`src/rtl/freq_pkg.sv`:
```
// Shared definitions for the frequency-meter datapath.
//   DIGITS    : number of BCD digits in a value (hundred-thousands .. units)
//   state_t   : converter control state
//   bcd_valid : 1 when a 4-bit digit is a legal BCD code (0..9)
package freq_pkg;

  localparam int DIGITS = 6;

  typedef enum logic {
    IDLE = 1'b0,
    CONV = 1'b1
  } state_t;

  function automatic logic bcd_valid(input logic [3:0] d);
    return (d <= 4'd9);
  endfunction

endpackage

```
`src/rtl/mul10_add.sv`:
```
// One step of decimal-to-binary accumulation: sum = acc*10 + digit.
//   acc   : running N-bit accumulator
//   digit : next BCD digit (assumed already validated)
//   sum   : full-width result, N+4 bits, so the caller can detect overflow
module mul10_add #(
  parameter int N = 20
) (
  input  logic [N-1:0] acc,
  input  logic [3:0]   digit,
  output logic [N+3:0] sum
);

  logic [N+3:0] acc_w;

  assign acc_w = {4'b0000, acc};

  // *10 built from two shifts: 8*acc + 2*acc.
  assign sum = (acc_w << 3) + (acc_w << 1) + {{N{1'b0}}, digit};

endmodule

```
`src/rtl/dec_a_bin.sv`:
```
// Sequential BCD-to-binary converter, one digit per clock.
//   clk, rst              : clock, synchronous active-high reset
//   start                 : conversion request, honoured only when idle
//   cm, dm, um, cen, dec, un : BCD digits, hundred-thousands down to units
//   bin                   : converted value, held until the next completion
//   busy                  : high while a conversion is running
//   done                  : one-cycle pulse when bin/err/ovf are updated
//   err                   : last request contained a digit above 9
//   ovf                   : last result did not fit in N bits (bin saturated)
//
// Handshake: start is sampled only in IDLE. An accepted valid request keeps
// busy high for DIGITS cycles and ends with a single done pulse; an invalid
// request answers with done+err on the accepting edge and never raises busy.
// start while busy is dropped, not queued.
module dec_a_bin
  import freq_pkg::*;
#(
  parameter int N = 20
) (
  input  logic         clk,
  input  logic         rst,
  input  logic         start,
  input  logic [3:0]   cm,
  input  logic [3:0]   dm,
  input  logic [3:0]   um,
  input  logic [3:0]   cen,
  input  logic [3:0]   dec,
  input  logic [3:0]   un,
  output logic [N-1:0] bin,
  output logic         busy,
  output logic         done,
  output logic         err,
  output logic         ovf
);

  state_t              state;
  state_t              state_nxt;
  logic [4*DIGITS-1:0] digits_in;
  logic [4*DIGITS-1:0] digits_q;
  logic                all_valid;
  logic [N-1:0]        acc;
  logic [2:0]          cnt;
  logic                ovf_flag;
  logic                last;
  logic [N+3:0]        sum;
  logic                flag_step;
  logic [N-1:0]        acc_step;

  assign digits_in = {cm, dm, um, cen, dec, un};
  assign all_valid = bcd_valid(cm) && bcd_valid(dm) && bcd_valid(um) &&
                     bcd_valid(cen) && bcd_valid(dec) && bcd_valid(un);
  assign last      = (cnt == 3'(DIGITS - 1));

  // The latched digits shift left each step, so the digit to consume is
  // always in the top nibble; no index mux needed.
  mul10_add #(.N(N)) u_mul10_add (
    .acc   (acc),
    .digit (digits_q[4*DIGITS-1 -: 4]),
    .sum   (sum)
  );

  // Once any step overflows the accumulator is pinned at all ones; the
  // sticky flag keeps it there even if a later step would wrap back down.
  assign flag_step = ovf_flag | (|sum[N+3:N]);
  assign acc_step  = flag_step ? {N{1'b1}} : sum[N-1:0];

  // State register
  always_ff @(posedge clk) begin
    if (rst) state <= IDLE;
    else     state <= state_nxt;
  end

  // Next-state logic
  always_comb begin
    state_nxt = state;
    if (state == IDLE) begin
      if (start && all_valid) state_nxt = CONV;
    end else begin
      if (last) state_nxt = IDLE;
    end
  end

  // Output logic
  always_comb begin
    busy = (state == CONV);
  end

  // Datapath and registered results
  always_ff @(posedge clk) begin
    if (rst) begin
      digits_q <= '0;
      acc      <= '0;
      cnt      <= '0;
      ovf_flag <= 1'b0;
      bin      <= '0;
      done     <= 1'b0;
      err      <= 1'b0;
      ovf      <= 1'b0;
    end else begin
      done <= 1'b0;
      if (state == IDLE) begin
        if (start) begin
          digits_q <= digits_in;
          acc      <= '0;
          cnt      <= '0;
          ovf_flag <= 1'b0;
          if (!all_valid) begin
            bin  <= '0;
            err  <= 1'b1;
            ovf  <= 1'b0;
            done <= 1'b1;
          end
        end
      end else begin
        acc      <= acc_step;
        ovf_flag <= flag_step;
        cnt      <= cnt + 3'd1;
        digits_q <= digits_q << 4;
        if (last) begin
          // Results move only together with done.
          bin  <= acc_step;
          ovf  <= flag_step;
          err  <= 1'b0;
          done <= 1'b1;
        end
      end
    end
  end

endmodule
```
`config.mk`:
```
export PLATFORM = sky130hd
export DESIGN_NAME = dec_a_bin
export DESIGN_NICKNAME = d
export VERILOG_FILES = /design/src/rtl/freq_pkg.sv /design/src/rtl/mul10_add.sv /design/src/rtl/dec_a_bin.sv
export SDC_FILE = /design/constraint.sdc
export NUM_CORES = 1
export LEC_CHECK = 0
export ABC_AREA = 0
export CELL_PAD_IN_SITES_DETAIL_PLACEMENT = 1
export CELL_PAD_IN_SITES_GLOBAL_PLACEMENT = 1
export CORE_MARGIN = 2
export CORE_UTILIZATION = 43
export CTS_CLUSTER_SIZE = 10
export DETAILED_ROUTE_END_ITERATION = 8
export GPL_TIMING_DRIVEN = 1
export PLACE_DENSITY = 0.82
export SLEW_MARGIN = 20
export SYNTH_ARGS = -nofsm -noshare
export SYNTH_HDL_FRONTEND = slang
export SYNTH_SLANG_ARGS = --single-unit
```
`constraint.sdc`:
```
create_clock -name clk -period 4 [get_ports clk]
set_input_delay 0.4 -clock clk [delete_from_list [all_inputs] [get_ports clk]]
set_output_delay 0.4 -clock clk [all_outputs]
set_load 0.03 [all_outputs]
```
# Word-level counts from Yosys, hierarchy flattened
# Index checks and enable logic that the tools add are counted.
[totals] wordCells=61 register_bits=72 out_inout_bits=24 inputBits=27
[classes] n_bitwise=1 n_reduce_logical=10 eq_ne=3 add_sub_neg=3 mux=28 magnitude_cmp=6
[ops] operator="$mux W20" count=7
[ops] operator="$mux W24" count=2
[ops] operator="$add A23 B21 Y24" count=1
[ops] operator="$add A24 B4 Y24" count=1
[ops] operator="$le A4 B4 Y1 const B" count=6
[ops] operator="$mux W1" count=17
[ops] operator="$logic_and A1 B1 Y1" count=6
[ops] operator="$mux W3" count=2
[ops] operator="$reduce_or A4 Y1" count=1
[ops] operator="$add A3 B1 Y3 const B" count=1
[ops] operator="$eq A3 B3 Y1 const B" count=1
[ops] operator="$reduce_and A3 Y1" count=1
[ops] operator="$ne A2 B1 Y1 const B" count=1
[ops] operator="$ne A2 B2 Y1 const B" count=1
[ops] operator="$reduce_bool A2 Y1" count=1
[ops] operator="$reduce_or A2 Y1" count=1
[ops] operator="$or A1 B1 Y1" count=1

# Depth between registers and ports, before layout
[logic_depth] word_depth=9 depth_mapped=13

# Cells and area by module
# A second synthesis with hierarchy kept.
[hier_totals] hier_cells=557 hier_area_um2=4503.1
[modules_own_cells] mod="dec_a_bin" area_each_um2=3296.9 instances=1 seq_area_each_um2=1441.4 cells_per_inst=406
[modules_own_cells] mod="mul10_add" area_each_um2=1206.2 instances=1 seq_area_each_um2=0.0 cells_per_inst=151

# Least setup slack after synthesis
# OpenSTA, ideal clock, no wires.
[synth_path] kind="register to register" from="register digits_q[23]" to="register acc[2]" path_slack_ps=849 period_less_slack_ps=3151 setup_ps=88 stages_incl_launch_ff=14 arrival_time_ps=3062 path_cell_list="dfxtp_1 -> inv_1 -> fa_1 -> inv_1 -> fa_1 -> a211oi_2 -> o211ai_1 -> a21oi_2 -> o211ai_1 -> mux2_2 -> and3_1 -> buf_6 -> buf_6 -> a311oi_2"
[synth_via] elab_chain_cells=5
[synth_rtl] item="start, declared" line_no="dec_a_bin.sv:39" source="logic [4*DIGITS-1:0] digits_q;"
[synth_rtl] item="start signal, assigned" line_no="dec_a_bin.sv:103" source="digits_q <= digits_in;"
[synth_rtl] item="start signal, assigned" line_no="dec_a_bin.sv:118" source="digits_q <= digits_q << 4;"
[synth_rtl] item="$add A24 B4 Y24" line_no="mul10_add.sv:18" source="assign sum = (acc_w << 3) + (acc_w << 1) + {{N{1'b0}}, digit};"
[synth_rtl] item="$reduce_or A4 Y1" line_no="dec_a_bin.sv:64" source="assign flag_step = ovf_flag | (|sum[N+3:N]);"
[synth_rtl] item="$or A1 B1 Y1" line_no="dec_a_bin.sv:64"
[synth_rtl] item="$mux W20" line_no="dec_a_bin.sv:65" source="assign acc_step = flag_step ? {N{1'b1}} : sum[N-1:0];"
[synth_rtl] item="$mux W20" line_no="dec_a_bin.sv:101" source="if (state == IDLE) begin"
[synth_rtl] item="end signal, assigned" line_no="dec_a_bin.sv:115" source="acc <= acc_step;"
[synth_rtl] item="end, declared" line_no="dec_a_bin.sv:41" source="logic [N-1:0] acc;"
# No other way between the ends.
# A chain may end at the register's enable or synchronous reset.

# Worst setup path after layout
[layout_path] from="register acc[0]" to="register bin[2]"
[layout_via] elab_chain_cells=7
[layout_rtl] item="$add A23 B21 Y24 (*)" line_no="mul10_add.sv:18"
[layout_rtl] item="$add A24 B4 Y24 (*)" line_no="mul10_add.sv:18"
[layout_rtl] item="$reduce_or A4 Y1" line_no="dec_a_bin.sv:64"
[layout_rtl] item="$or A1 B1 Y1" line_no="dec_a_bin.sv:64"
[layout_rtl] item="$mux W20 (*)" line_no="dec_a_bin.sv:65"
[layout_rtl] item="$mux W20 (*)" line_no="dec_a_bin.sv:119" source="if (last) begin"
[layout_rtl] item="$mux W20 (*)" line_no="dec_a_bin.sv:101"
[layout_rtl] item="end signal, assigned" line_no="dec_a_bin.sv:121" source="bin <= acc_step;"
[layout_rtl] item="end, declared" line_no="dec_a_bin.sv:29" source="output logic [N-1:0] bin,"
# Mark *: on every way between the ends. The rest lies on a longest branch, timed or not. The select of a mux whose other input is x is not followed.

==> impl_metrics.tcl <==
set metrics [dict create \
    syn_area_um2 4443 \
    async_reset_ff_share_pct 0 \
    holdPathEnd "ovf_flag$_SDFFE_PP0P_" \
    yosys.area.top_type "dfxtp_1" \
    grt.overflow.total 0 \
    coreArea_um2 10180 \
    wire_per_inst_um 19.05 \
    p_per_area_nw_per_um2 306.3 \
    root_buffer "clkbuf_8" \
    ys_ff_latch 72 \
    hold_viol 0 \
    vdd_ir_drop_max_v 0.0001920 \
    fin_crit_ps 3523 \
    synth_xor_area_share_pct 3.548 \
    worst_setup_path_start_kind "flip-flop" \
    fill_cells 1229 \
    setup_viol 0 \
    gp_congestion 0.8969 \
    synthFlopType "dfxtp_1" \
    synth.avg_cell_area_um2 8.729 \
    avgViaCountPerCell 5.925 \
    hold_path.startpoint "rst" \
    ys_top_cells_by_area "dfxtp_1, ha_1, a21oi_1, mux2i_1, nor2_1" \
    cts_resized 0 \
    rsz0062_at_grt "false" \
    synth_top_family_by_area "compound AO/OA/AOI/OAI gates" \
    synthToLayoutAreaGrowth_pct 17.18 \
    clock.fmax_mhz 283.8 \
    nNetsFinal 609 \
    drt_iter0_drc 192 \
    grt_pass1_wl_um 21320 \
    hold_path_class "primary input to flip-flop" \
    yosysWarnings 0 \
    vias 4029 \
    finalMaxSlewViolations 0 \
    synthCells 509 \
    p_leak_nw 2.207 \
    synth-edff-count 0 \
    ios 51 \
    rows 37 \
    diodes 0 \
    synthSimpleGateAreaFrac_pct 11.94 \
    holdPathStages 4 \
    cts_sinks 72 \
    yosysUniqueCellTypes 52 \
    drc_errors 0 \
    synthTopCellsByCount "dfxtp_1, a21oi_1, nor2_1, ha_1, mux2i_1" \
    synthMuxAreaShare_pct 6.111 \
    maxCapViolCount 0 \
    critPathCaptureType "flip-flop" \
    synth_compound_area_share_pct 28.41 \
    cp_data_required_time_ps 4210 \
    worstSkewPairLatency_ps 370 \
    status "finished, final reports clean" \
    cts_max_path_buffers 2 \
    track_usage_pct 23.98 \
    r2r_slack_ps 480 \
    fin_hold_ws_ps 408.7 \
    tns_ps 0 \
    crit_arrival_ps 3730 \
    ys_seq_area_share_pct 32.44 \
    grt_max_degree 63 \
    critical_path_class "flip-flop to flip-flop" \
    clock_skew_ps 13.30 \
    timing.rr.end "bin[2]$_SDFFE_PP0P_" \
    grt_pass1_vias 4154 \
    tightest_slew_ps 767.2 \
    drive_gt1_share_pct 9.375 \
    fin_crit_sh_pct 88.08 \
    die_w_um 105.7 \
    clk_transition_reported_paths_ps 90 \
    routed_wl_um 12950 \
    grt_antenna_before_repair 0 \
    ant_nets 0 \
    relSlewSlack_pct 48.86 \
    cts_buffers 9 \
    initial_utilization_pct 43.62 \
    critPathMaxFanout 32 \
    synthAdderAreaFrac_pct 12.45 \
    dp_hpwl_um 9304 \
    reg2regPathDepth 12 \
    synth.most_common_cell "dfxtp_1" \
    r2r-start "acc[0]$_SDFFE_PP0P_" \
    dr.pass1.iters 4 \
    die_height_um 105.7 \
    die-area_um2 11160 \
    synthesis.nets 579 \
    cts_tree "built" \
    port_buffers 50 \
    holdBufCountCts 0 \
    cts_setup_buffers 0 \
    netlist.area_leader.share_pct 32.44 \
    cts_htree_levels 3 \
]
## where the power goes
group	switching, mW	internal, mW	leakage (nW)
Clock	0.320	0.359	0.116
Sequential	0.0157	0.735	0.586
Combinational	0.0954	0.0686	1.51
Total	0.432	1.16	2.21
## registers in the layout, indices dropped and copies added (netlist names)
register / flops
done: 1
acc: 20
ovf_flag: 1
bin: 20
cnt: 3
err: 1
busy: 1
ovf: 1
digits_q: 24
## kinds of logic after synthesis
logic type	after synthesis
buffers and inverters	51
XOR/XNOR	18
AND/OR/NAND/NOR	120
flip-flops	72
AO/OA/AOI/OAI	178
multiplexers	27
adder cells (fa/ha/maj)	43
## cell type report
class	instances	area [um2]	area share, %
timing repair buffer	55	533.0	10.24
multi-input combinational	386	2775	53.30
sequential	72	1445	27.76
inverter	15	56.30	1.081
clock inverter	7	102.6	1.971
clock buffer	9	123.9	2.379
tap	136	170.2	3.268
## worst max-delay path, cell delays in order (launching register included)
cell	delay [ps]
dfxtp_1	360
inv_1	70
fa_1	500
inv_1	70
ha_1	340
a211oi_2	310
o211ai_1	150
a21o_1	240
a211o_1	260
a22oi_1	240
and3_1	210
buf_4	420
o22ai_1	180
## cell usage in the layout, fill, tap and decap left out, types with 8 or more instances in the layout
cell type and instances:
ha_1 41, nor2_1 62, a311oi_2 14, nand2_1 17
inv_1 15, mux2i_1 26, o21ai_0 16, clkbuf_8 9
clkdlybuf4s50_1 49, dfxtp_1 71, o22ai_1 13, o211ai_1 8
a21oi_1 70, a21o_1 11, xor2_1 11, nor3_1 15
## metal layers
| layer | up-vias | share of wire, % | global-route usage, % |
|---|---|---|---|
| met4 | 0 | 3.0 | 9.868 |
| met5 | - | 0 | 0 |
| li1 | 1935 | - | - |
| met3 | 23 | 2.8 | 3.711 |
| met1 | 1999 | 46 | 30.75 |
| met2 | 72 | 48 | 40.14 |
## through the flow
stage	setup WS (ps)	instances	area (um2)	total power [mW]	util (%)
floorplan	849.4	509	4443	0.8698	-
global placement	682.6	664	4977	0.9238	48.87
detailed placement	545.4	664	4977	0.9310	48.87
CTS	498.3	680	5204	1.606	51.09
global route	265.5	680	5206	1.658	51.12
finish	476.8	680	5206	1.594	51.12
## worst max path at each step
| stage | from | endpoint | slack, ps | cells after the start |
|---|---|---|---|---|
| 6_report | acc[0]$_SDFFE_PP0P_ | bin[2]$_SDFFE_PP0P_ | 480 | 12 |
| 2_1_floorplan | digits_q[23]$_SDFFE_PP0P_ | acc[2]$_SDFFE_PP0P_ | 850 | 13 |
| 3_3_place_gp | digits_q[23]$_SDFFE_PP0P_ | acc[0]$_SDFFE_PP0P_ | 680 | 12 |
| 4_1_cts | acc[0]$_SDFFE_PP0P_ | acc[2]$_SDFFE_PP0P_ | 500 | 12 |
| 5_1_grt | acc[0]$_SDFFE_PP0P_ | acc[16]$_SDFFE_PP0P_ | 270 | 12 |
| 3_5_place_dp | acc[0]$_SDFFE_PP0P_ | acc[10]$_SDFFE_PP0P_ | 550 | 12 |
Power figures use the tool's default switching activity.
